===== config.mk =====
export PLATFORM = sky130hd
export DESIGN_NAME = pic_priority_engine
export DESIGN_NICKNAME = d
export VERILOG_FILES = /design/src/rtl/pic_pkg.sv /design/src/rtl/pic_rot_find.sv /design/src/rtl/pic_priority_engine.sv
export SDC_FILE = /design/constraint.sdc
export NUM_CORES = 1
export LEC_CHECK = 0
export BUFFER_PORTS_ARGS = -buffer_cell sky130_fd_sc_hd__buf_2
export CORE_ASPECT_RATIO = 0.8
export CORE_MARGIN = 4
export CORE_UTILIZATION = 58
export DETAILED_ROUTE_END_ITERATION = 12
export PLACE_DENSITY = 0.81
export SYNTH_ARGS = -nofsm -noshare
export SYNTH_HDL_FRONTEND = slang
export SYNTH_SLANG_ARGS = --single-unit

===== constraint.sdc =====
create_clock -name clk -period 13.4 [get_ports clk]
set_input_delay 2.01 -clock clk [delete_from_list [all_inputs] [get_ports clk]]
set_output_delay 2.01 -clock clk [all_outputs]
set_load 0.01 [all_outputs]

===== src/rtl/pic_pkg.sv =====
`default_nettype none
// +--------------------------------------------------------------------------+
// | Module   : pic_pkg                                                       |
// | Purpose  : Shared definitions for the PIC priority engine: command       |
// |            opcode encoding and the rotating-priority rank function.      |
// | Revision : 1.0  initial release                                          |
// +--------------------------------------------------------------------------+
package pic_pkg;

  localparam logic [2:0] OP_NOP       = 3'b000;
  localparam logic [2:0] OP_NSEOI     = 3'b001;
  localparam logic [2:0] OP_SEOI      = 3'b010;
  localparam logic [2:0] OP_ROT_NSEOI = 3'b011;
  localparam logic [2:0] OP_ROT_SEOI  = 3'b100;
  localparam logic [2:0] OP_SET_PRI   = 3'b101;
  localparam logic [2:0] OP_AROT_ON   = 3'b110;
  localparam logic [2:0] OP_AROT_OFF  = 3'b111;

  // Rank of channel ch when 'lowest' holds the lowest priority; larger wins.
  // The lowest channel itself gets rank 0, lowest+1 gets rank n-1.
  function automatic int unsigned pic_rank(input int unsigned lowest,
                                           input int unsigned ch,
                                           input int unsigned n);
    return (lowest + n - ch) % n;
  endfunction

endpackage
`default_nettype wire


===== src/rtl/pic_rot_find.sv =====
`default_nettype none
// +--------------------------------------------------------------------------+
// | Module   : pic_rot_find                                                  |
// | Purpose  : Combinational rotating argmax. Returns the set bit of 'vec'   |
// |            with the highest rank relative to the lowest-priority pointer.|
// | Ports    : vec    - candidate vector                                     |
// |            lowest - current lowest-priority channel                      |
// |            found  - at least one bit of vec is set                       |
// |            id     - winning channel (0 when nothing found)               |
// | Revision : 1.0  initial release                                          |
// +--------------------------------------------------------------------------+
module pic_rot_find
  import pic_pkg::*;
#(
  parameter int unsigned NUM_IRQ = 8,
  parameter int unsigned ID_W    = $clog2(NUM_IRQ)
) (
  input  logic [NUM_IRQ-1:0] vec,
  input  logic [ID_W-1:0]    lowest,
  output logic               found,
  output logic [ID_W-1:0]    id
);

  int unsigned w_best_rank;

  always_comb begin
    found       = 1'b0;
    id          = '0;
    w_best_rank = 0;
    for (int unsigned j = 0; j < NUM_IRQ; j++) begin
      if (vec[j] && (!found || pic_rank(32'(lowest), j, NUM_IRQ) > w_best_rank)) begin
        found       = 1'b1;
        w_best_rank = pic_rank(32'(lowest), j, NUM_IRQ);
        id          = ID_W'(j);
      end
    end
  end

endmodule
`default_nettype wire


===== src/rtl/pic_priority_engine.sv =====
`default_nettype none
// +--------------------------------------------------------------------------+
// | Module   : pic_priority_engine                                           |
// | Purpose  : Rotating-priority resolver for the PIC. Keeps a single        |
// |            lowest-priority pointer, executes EOI / rotation commands and |
// |            raises the CPU interrupt request in fully nested mode.        |
// | Ports    : irr/imr/isr        - request, mask and in-service registers   |
// |            cmd_valid/op/level - single-cycle command strobe and operands |
// |            ack_valid/ack_id   - INTA completion, drives auto-rotation    |
// |            req_valid/req_id   - highest-priority pending request         |
// |            int_req            - interrupt request to CPU                 |
// |            eoi_clear_valid/id - one-cycle ISR clear pulse                |
// |            lowest_ptr         - current lowest-priority channel          |
// | Options  : PIC_SPECIAL_MASK_EN adds input 'smm' (special mask mode).     |
// | Revision : 1.0  initial release                                          |
// +--------------------------------------------------------------------------+
module pic_priority_engine
  import pic_pkg::*;
#(
  parameter int unsigned NUM_IRQ = 8,
  parameter int unsigned ID_W    = $clog2(NUM_IRQ)
) (
  input  logic               clk,
  input  logic               rst,
  input  logic [NUM_IRQ-1:0] irr,
  input  logic [NUM_IRQ-1:0] imr,
  input  logic [NUM_IRQ-1:0] isr,
  input  logic               cmd_valid,
  input  logic [2:0]         cmd_op,
  input  logic [ID_W-1:0]    cmd_level,
  input  logic               ack_valid,
  input  logic [ID_W-1:0]    ack_id,
`ifdef PIC_SPECIAL_MASK_EN
  input  logic               smm,
`endif
  output logic               req_valid,
  output logic [ID_W-1:0]    req_id,
  output logic               int_req,
  output logic               eoi_clear_valid,
  output logic [ID_W-1:0]    eoi_clear_id,
  output logic [ID_W-1:0]    lowest_ptr
);

  // Channel count widened by one bit so it is representable for compares.
  localparam logic [ID_W:0] C_NUM = (ID_W+1)'(NUM_IRQ);

  logic [NUM_IRQ-1:0] w_pend;
  logic [NUM_IRQ-1:0] w_sel;
  logic               w_irr_found, w_isr_found;
  logic [ID_W-1:0]    w_hi_irr, w_hi_isr;
  int unsigned        w_rank_irr, w_rank_isr;
  logic               w_level_ok, w_ack_ok;

  logic [ID_W-1:0] lowest_q, lowest_d;
  logic            auto_rot_q, auto_rot_d;
  logic            req_valid_q, req_valid_d;
  logic [ID_W-1:0] req_id_q, req_id_d;
  logic            int_req_q, int_req_d;
  logic            eoi_clear_valid_q, eoi_clear_valid_d;
  logic [ID_W-1:0] eoi_clear_id_q, eoi_clear_id_d;

  assign w_pend = irr & ~imr;

`ifdef PIC_SPECIAL_MASK_EN
  // In special mask mode in-service channels drop out of the candidate set.
  assign w_sel = smm ? (w_pend & ~isr) : w_pend;
`else
  assign w_sel = w_pend;
`endif

  pic_rot_find #(.NUM_IRQ(NUM_IRQ), .ID_W(ID_W)) u_find_irr (
    .vec    (w_sel),
    .lowest (lowest_q),
    .found  (w_irr_found),
    .id     (w_hi_irr)
  );

  pic_rot_find #(.NUM_IRQ(NUM_IRQ), .ID_W(ID_W)) u_find_isr (
    .vec    (isr),
    .lowest (lowest_q),
    .found  (w_isr_found),
    .id     (w_hi_isr)
  );

  assign w_rank_irr = pic_rank(32'(lowest_q), 32'(w_hi_irr), NUM_IRQ);
  assign w_rank_isr = pic_rank(32'(lowest_q), 32'(w_hi_isr), NUM_IRQ);
  assign w_level_ok = {1'b0, cmd_level} < C_NUM;
  assign w_ack_ok   = {1'b0, ack_id} < C_NUM;

  // Request resolution
  always_comb begin
    req_valid_d = |w_pend;
    req_id_d    = w_irr_found ? w_hi_irr : '0;
    int_req_d   = w_irr_found && (!w_isr_found || (w_rank_irr > w_rank_isr));
`ifdef PIC_SPECIAL_MASK_EN
    if (smm) begin
      int_req_d = |(w_pend & ~isr);
    end
`endif
  end

  // Command execution and auto-rotation; the command is evaluated last so
  // that it overrides an ack-driven pointer update in the same cycle.
  always_comb begin
    lowest_d          = lowest_q;
    auto_rot_d        = auto_rot_q;
    eoi_clear_valid_d = 1'b0;
    eoi_clear_id_d    = '0;
    if (auto_rot_q && ack_valid && w_ack_ok) begin
      lowest_d = ack_id;
    end
    if (cmd_valid) begin
      case (cmd_op)
        OP_NSEOI: begin
          if (w_isr_found) begin
            eoi_clear_valid_d = 1'b1;
            eoi_clear_id_d    = w_hi_isr;
          end
        end
        OP_SEOI: begin
          if (w_level_ok) begin
            eoi_clear_valid_d = 1'b1;
            eoi_clear_id_d    = cmd_level;
          end
        end
        OP_ROT_NSEOI: begin
          if (w_isr_found) begin
            eoi_clear_valid_d = 1'b1;
            eoi_clear_id_d    = w_hi_isr;
            lowest_d          = w_hi_isr;
          end
        end
        OP_ROT_SEOI: begin
          if (w_level_ok) begin
            eoi_clear_valid_d = 1'b1;
            eoi_clear_id_d    = cmd_level;
            lowest_d          = cmd_level;
          end
        end
        OP_SET_PRI: begin
          if (w_level_ok) begin
            lowest_d = cmd_level;
          end
        end
        OP_AROT_ON:  auto_rot_d = 1'b1;
        OP_AROT_OFF: auto_rot_d = 1'b0;
        default: ;
      endcase
    end
  end

  always_ff @(posedge clk) begin
    if (rst) begin
      lowest_q          <= ID_W'(NUM_IRQ - 1);
      auto_rot_q        <= 1'b0;
      req_valid_q       <= 1'b0;
      req_id_q          <= '0;
      int_req_q         <= 1'b0;
      eoi_clear_valid_q <= 1'b0;
      eoi_clear_id_q    <= '0;
    end else begin
      lowest_q          <= lowest_d;
      auto_rot_q        <= auto_rot_d;
      req_valid_q       <= req_valid_d;
      req_id_q          <= req_id_d;
      int_req_q         <= int_req_d;
      eoi_clear_valid_q <= eoi_clear_valid_d;
      eoi_clear_id_q    <= eoi_clear_id_d;
    end
  end

  assign req_valid       = req_valid_q;
  assign req_id          = req_id_q;
  assign int_req         = int_req_q;
  assign eoi_clear_valid = eoi_clear_valid_q;
  assign eoi_clear_id    = eoi_clear_id_q;
  assign lowest_ptr      = lowest_q;

endmodule
`default_nettype wire


==> impl_results.md <==
* Fin crit period at 12,630 ps
* Clock buffer depth at 2
* Transition time of the tightest slew-check pin at 581 ps
* Antenna-violating nets left at 0
* Share of async-settable or async-resettable flops after synthesis at 0%
* Max Freq at 0.0792 GHz
* Via count at 3,079
* Clock-pin transition on the worst setup and hold timing paths at 60 ps
* Net Switching at 0.276 mW
* Height of the die at 70.2 um
* Fraction of power spent switching nets at 50.0%
* Type of element capturing the critical path: flip-flop
* Nets@finish at 518
* Final WS setup at 768 ps
* Post-route standard cell area excluding fillers at 3270 sq um
* TritonRoute pass-1 iters at 4
* Total of buffers placed on input and output ports at 48
* Maximum number of pins on one net before global-route repair at 23
* Crit path to: int_req
* Library cell used as clock root buffer: clkbuf_8
* Width of the die at 85.8 um
* Layout-stage area growth over the synthesis result at 16.3%
* Placeable core region at 4620 sq um
* Synthesized Nets at 460
* Fraction of final layout cells with drive strength greater than 1 at 21.3%
* Antenna violations before repair at 0
* HPWL reported at the end of detailed placement at 6040 um
* Top Family by Delay on Critical Path: compound AO/OA/AOI/OAI gates
* Leak Pwr at 1.50 nW
* Total count of max-transition violations in the final report at 0
* Portion of synthesized cell area occupied by the leading cell type at 20.9%
* Yosys reg bits at 13
* Part of the power in combinational logic at 85.1%
* P_int at 0.275 mW
* Cell with the largest stage delay on the worst path: a2111o_1
* Share of total power in sequential cells at 8.4%
* Total Power at 0.551 mW
* Count of endpoints failing setup in the final report at 0
* Endpoint of the worst-slack reg-to-reg timing path: int_req
* Setup Skew at 5.49 ps
* Crit. path cell count at 52
* Most used DFF post-synth: dfxtp_1
* Clk network pwr share at 6.5%
* Netlist Area Pre-Place at 2810 sq um
* Routed vias/inst at 6.27
* Final Hold Fails at 0
* Classification of the worst setup path: in2reg
* Largest stage delay on the critical path at 480 ps
* CP Max Fanout at 8
* Ranking of synthesized cells by area: ha_1 21%, dfxtp_1 9.3%, o21ai_0 5.2%
* Biggest area consumer among synthesized cells: ha_1
* Gpl congestion at 0.903
* Data required time of the worst path at 13,530 ps
* Worst setup slack after placement at 353 ps
* Power density normalized to cell area at 169 nW/um^2
* Combined global-route utilization of all metal layers at 25.6%
* Worst relative slew slack at 61.0%
* Number of antenna diodes at 0
* IR drop worst, VDD at 0.000124 V
* TritonCTS sink count at 13
* Critical Path Start Type: input port
* Wire length of the first global-routing pass at 12,900 um
* Setup slack on the worst flop-to-flop path at 1550 ps
* Run status: complete, no violations
* Number of buffers inserted during clock tree synthesis at 3
* Number of buffers and inverters on the critical path at 2
* Avg Synthesized Cell Area at 7.51 sq um
* CTS tree: built
* Cell with the most instances after synthesis: ha_1
* DP Area at 3140 sq um
* Total wirelength of the detailed-routed design at 7940 um
* Number of placement rows at 22
* Starting density of the core at 60.7%
* Number of synthesized flops with an enable pin at 0
* CP most frequent cell: ha_1
* Kind of path behind the tightest hold check: reg2reg
* R2R cell count at 51
* Proportion of synthesized chip area in sequential cells at 9.27%
* WL per Instance at 16.2 um
* TNS Setup at 0 ps
* Total of hold buffers inserted after clock tree synthesis at 0
* R2R Path Start: lowest_ptr[0]
* Critical Path Source: imr[0]
* Final cycle utilization of the critical path at 94.3%
* Vias in the first global route at 2,829
* Gr ovfl total at 0
* Arrival time of the worst setup path at 12,760 ps
* Level count of the clock H-tree at 1
* Synth cell types at 69
* I/O pins at 49
* Number of remaining DRC errors at 0
* Number of design-rule violations left by the first detailed-router iteration at 167
* Reported max-cap violation count at 0
* Die area at 6030 sq um
* Syn Inst Count at 374
* Clock latency reported for the late side of the worst-skew pair at 250 ps
* Count of fill cells added during filler insertion at 395
* Yosys warns at 0
* Synth cell count leaders: 47 x ha_1, 33 x nand2_1, 29 x o21ai_0
how the worst min path moves through the flow:
stage               startpoint    endpoint  slack [ps]  cells after the start
floorplan           auto_rot_q  auto_rot_q         510                      2
global placement    auto_rot_q  auto_rot_q         530                      2
detailed placement  auto_rot_q  auto_rot_q         540                      2
CTS                 auto_rot_q  auto_rot_q         550                      2
global route        auto_rot_q  auto_rot_q         600                      2
finish              auto_rot_q  auto_rot_q         550                      2
flip-flops by register name, indices dropped and copies added (netlist names):
| name | flops |
|---|---|
| req_id | 3 |
| lowest_ptr | 3 |
| eoi_clear_id | 3 |
| req_valid | 1 |
| auto_rot_q | 1 |
| int_req | 1 |
| eoi_clear_valid | 1 |
placed cells by master, fill, tap and decap left out, types with 4 or more instances in the layout:
cell type / Yosys / routed
o211ai_1: 5 / 5
nand2_1: 33 / 33
xnor2_1: 6 / 6
nand3_1: 11 / 11
nor3_1: 6 / 6
buf_2: 3 / 48
o21ai_1: 2 / 4
inv_1: 20 / 20
o21ai_0: 29 / 26
mux2i_1: 7 / 7
nor2_1: 28 / 28
o31ai_1: 8 / 6
nor2b_1: 21 / 21
nand3b_1: 5 / 5
buf_4: 0 / 12
mux2_2: 4 / 4
a21oi_1: 20 / 19
o21a_1: 12 / 12
or3_1: 4 / 4
and2_1: 5 / 5
dfxtp_1: 13 / 13
a31oi_1: 5 / 5
a32oi_1: 7 / 4
ha_1: 47 / 47
nand2b_1: 12 / 12
per-stage QoR:
stage | utilization (%) | hold WS, ps | cells
floorplan | - | 513 | 374
global placement | 67.9 | 527 | 483
detailed placement | 67.9 | 539 | 483
CTS | 68.9 | 549 | 487
global route | 70.7 | 596 | 491
finish | 70.7 | 550 | 491
cells by family after synthesis:
kind of cell    count (synthesis)  synth area share [%]
compound gates                127                  31.8
flops                          13                  9.27
buf+inv                        28                  4.41
fa+ha+maj                      49                  22.4
xor+xnor                        7                  2.18
simple gates                  139                  25.8
mux                            11                  4.10
tightest hold or removal path, stage by stage, from the launching register on:
cell	delay [ps]
dfxtp_1	310
a31oi_1	140
nor3_1	60
power groups by stage:
stage | sequential, mW | combinational [mW] | clock [mW]
6_report | 0.0462 | 0.469 | 0.0358
5_1_grt | 0.0470 | 0.528 | 0.0387
4_1_cts | 0.0463 | 0.436 | 0.0359
3_5_place_dp | 0.0471 | 0.433 | 0
3_3_place_gp | 0.0470 | 0.415 | 0
2_1_floorplan | 0.0515 | 0.332 | 0
cell type report:
| cell class | instances | area [sq um] | area share, % |
|---|---|---|---|
| Clock buffer | 4 | 45.0 | 1.38 |
| Inverter | 21 | 78.8 | 2.41 |
| Multi-Input combinational cell | 333 | 2480 | 75.8 |
| Sequential cell | 13 | 260 | 7.96 |
| Tap cell | 60 | 75.1 | 2.30 |
| Timing Repair Buffer | 60 | 330 | 10.1 |
routing by layer:
layer	wire length (um)	part of all wire [%]	track usage (%)
met3	584	7.4	4.13
met2	3570	45	41.4
met1	3680	46	35.7
met4	107	1.3	5.27
met5	0	0	0
repair_timing:
action                     CTS  global route
setup endpoints to repair    0             1
buffers inserted             0             4
gates resized for setup      0            14
No activity file was read; power rests on OpenSTA's default activity.
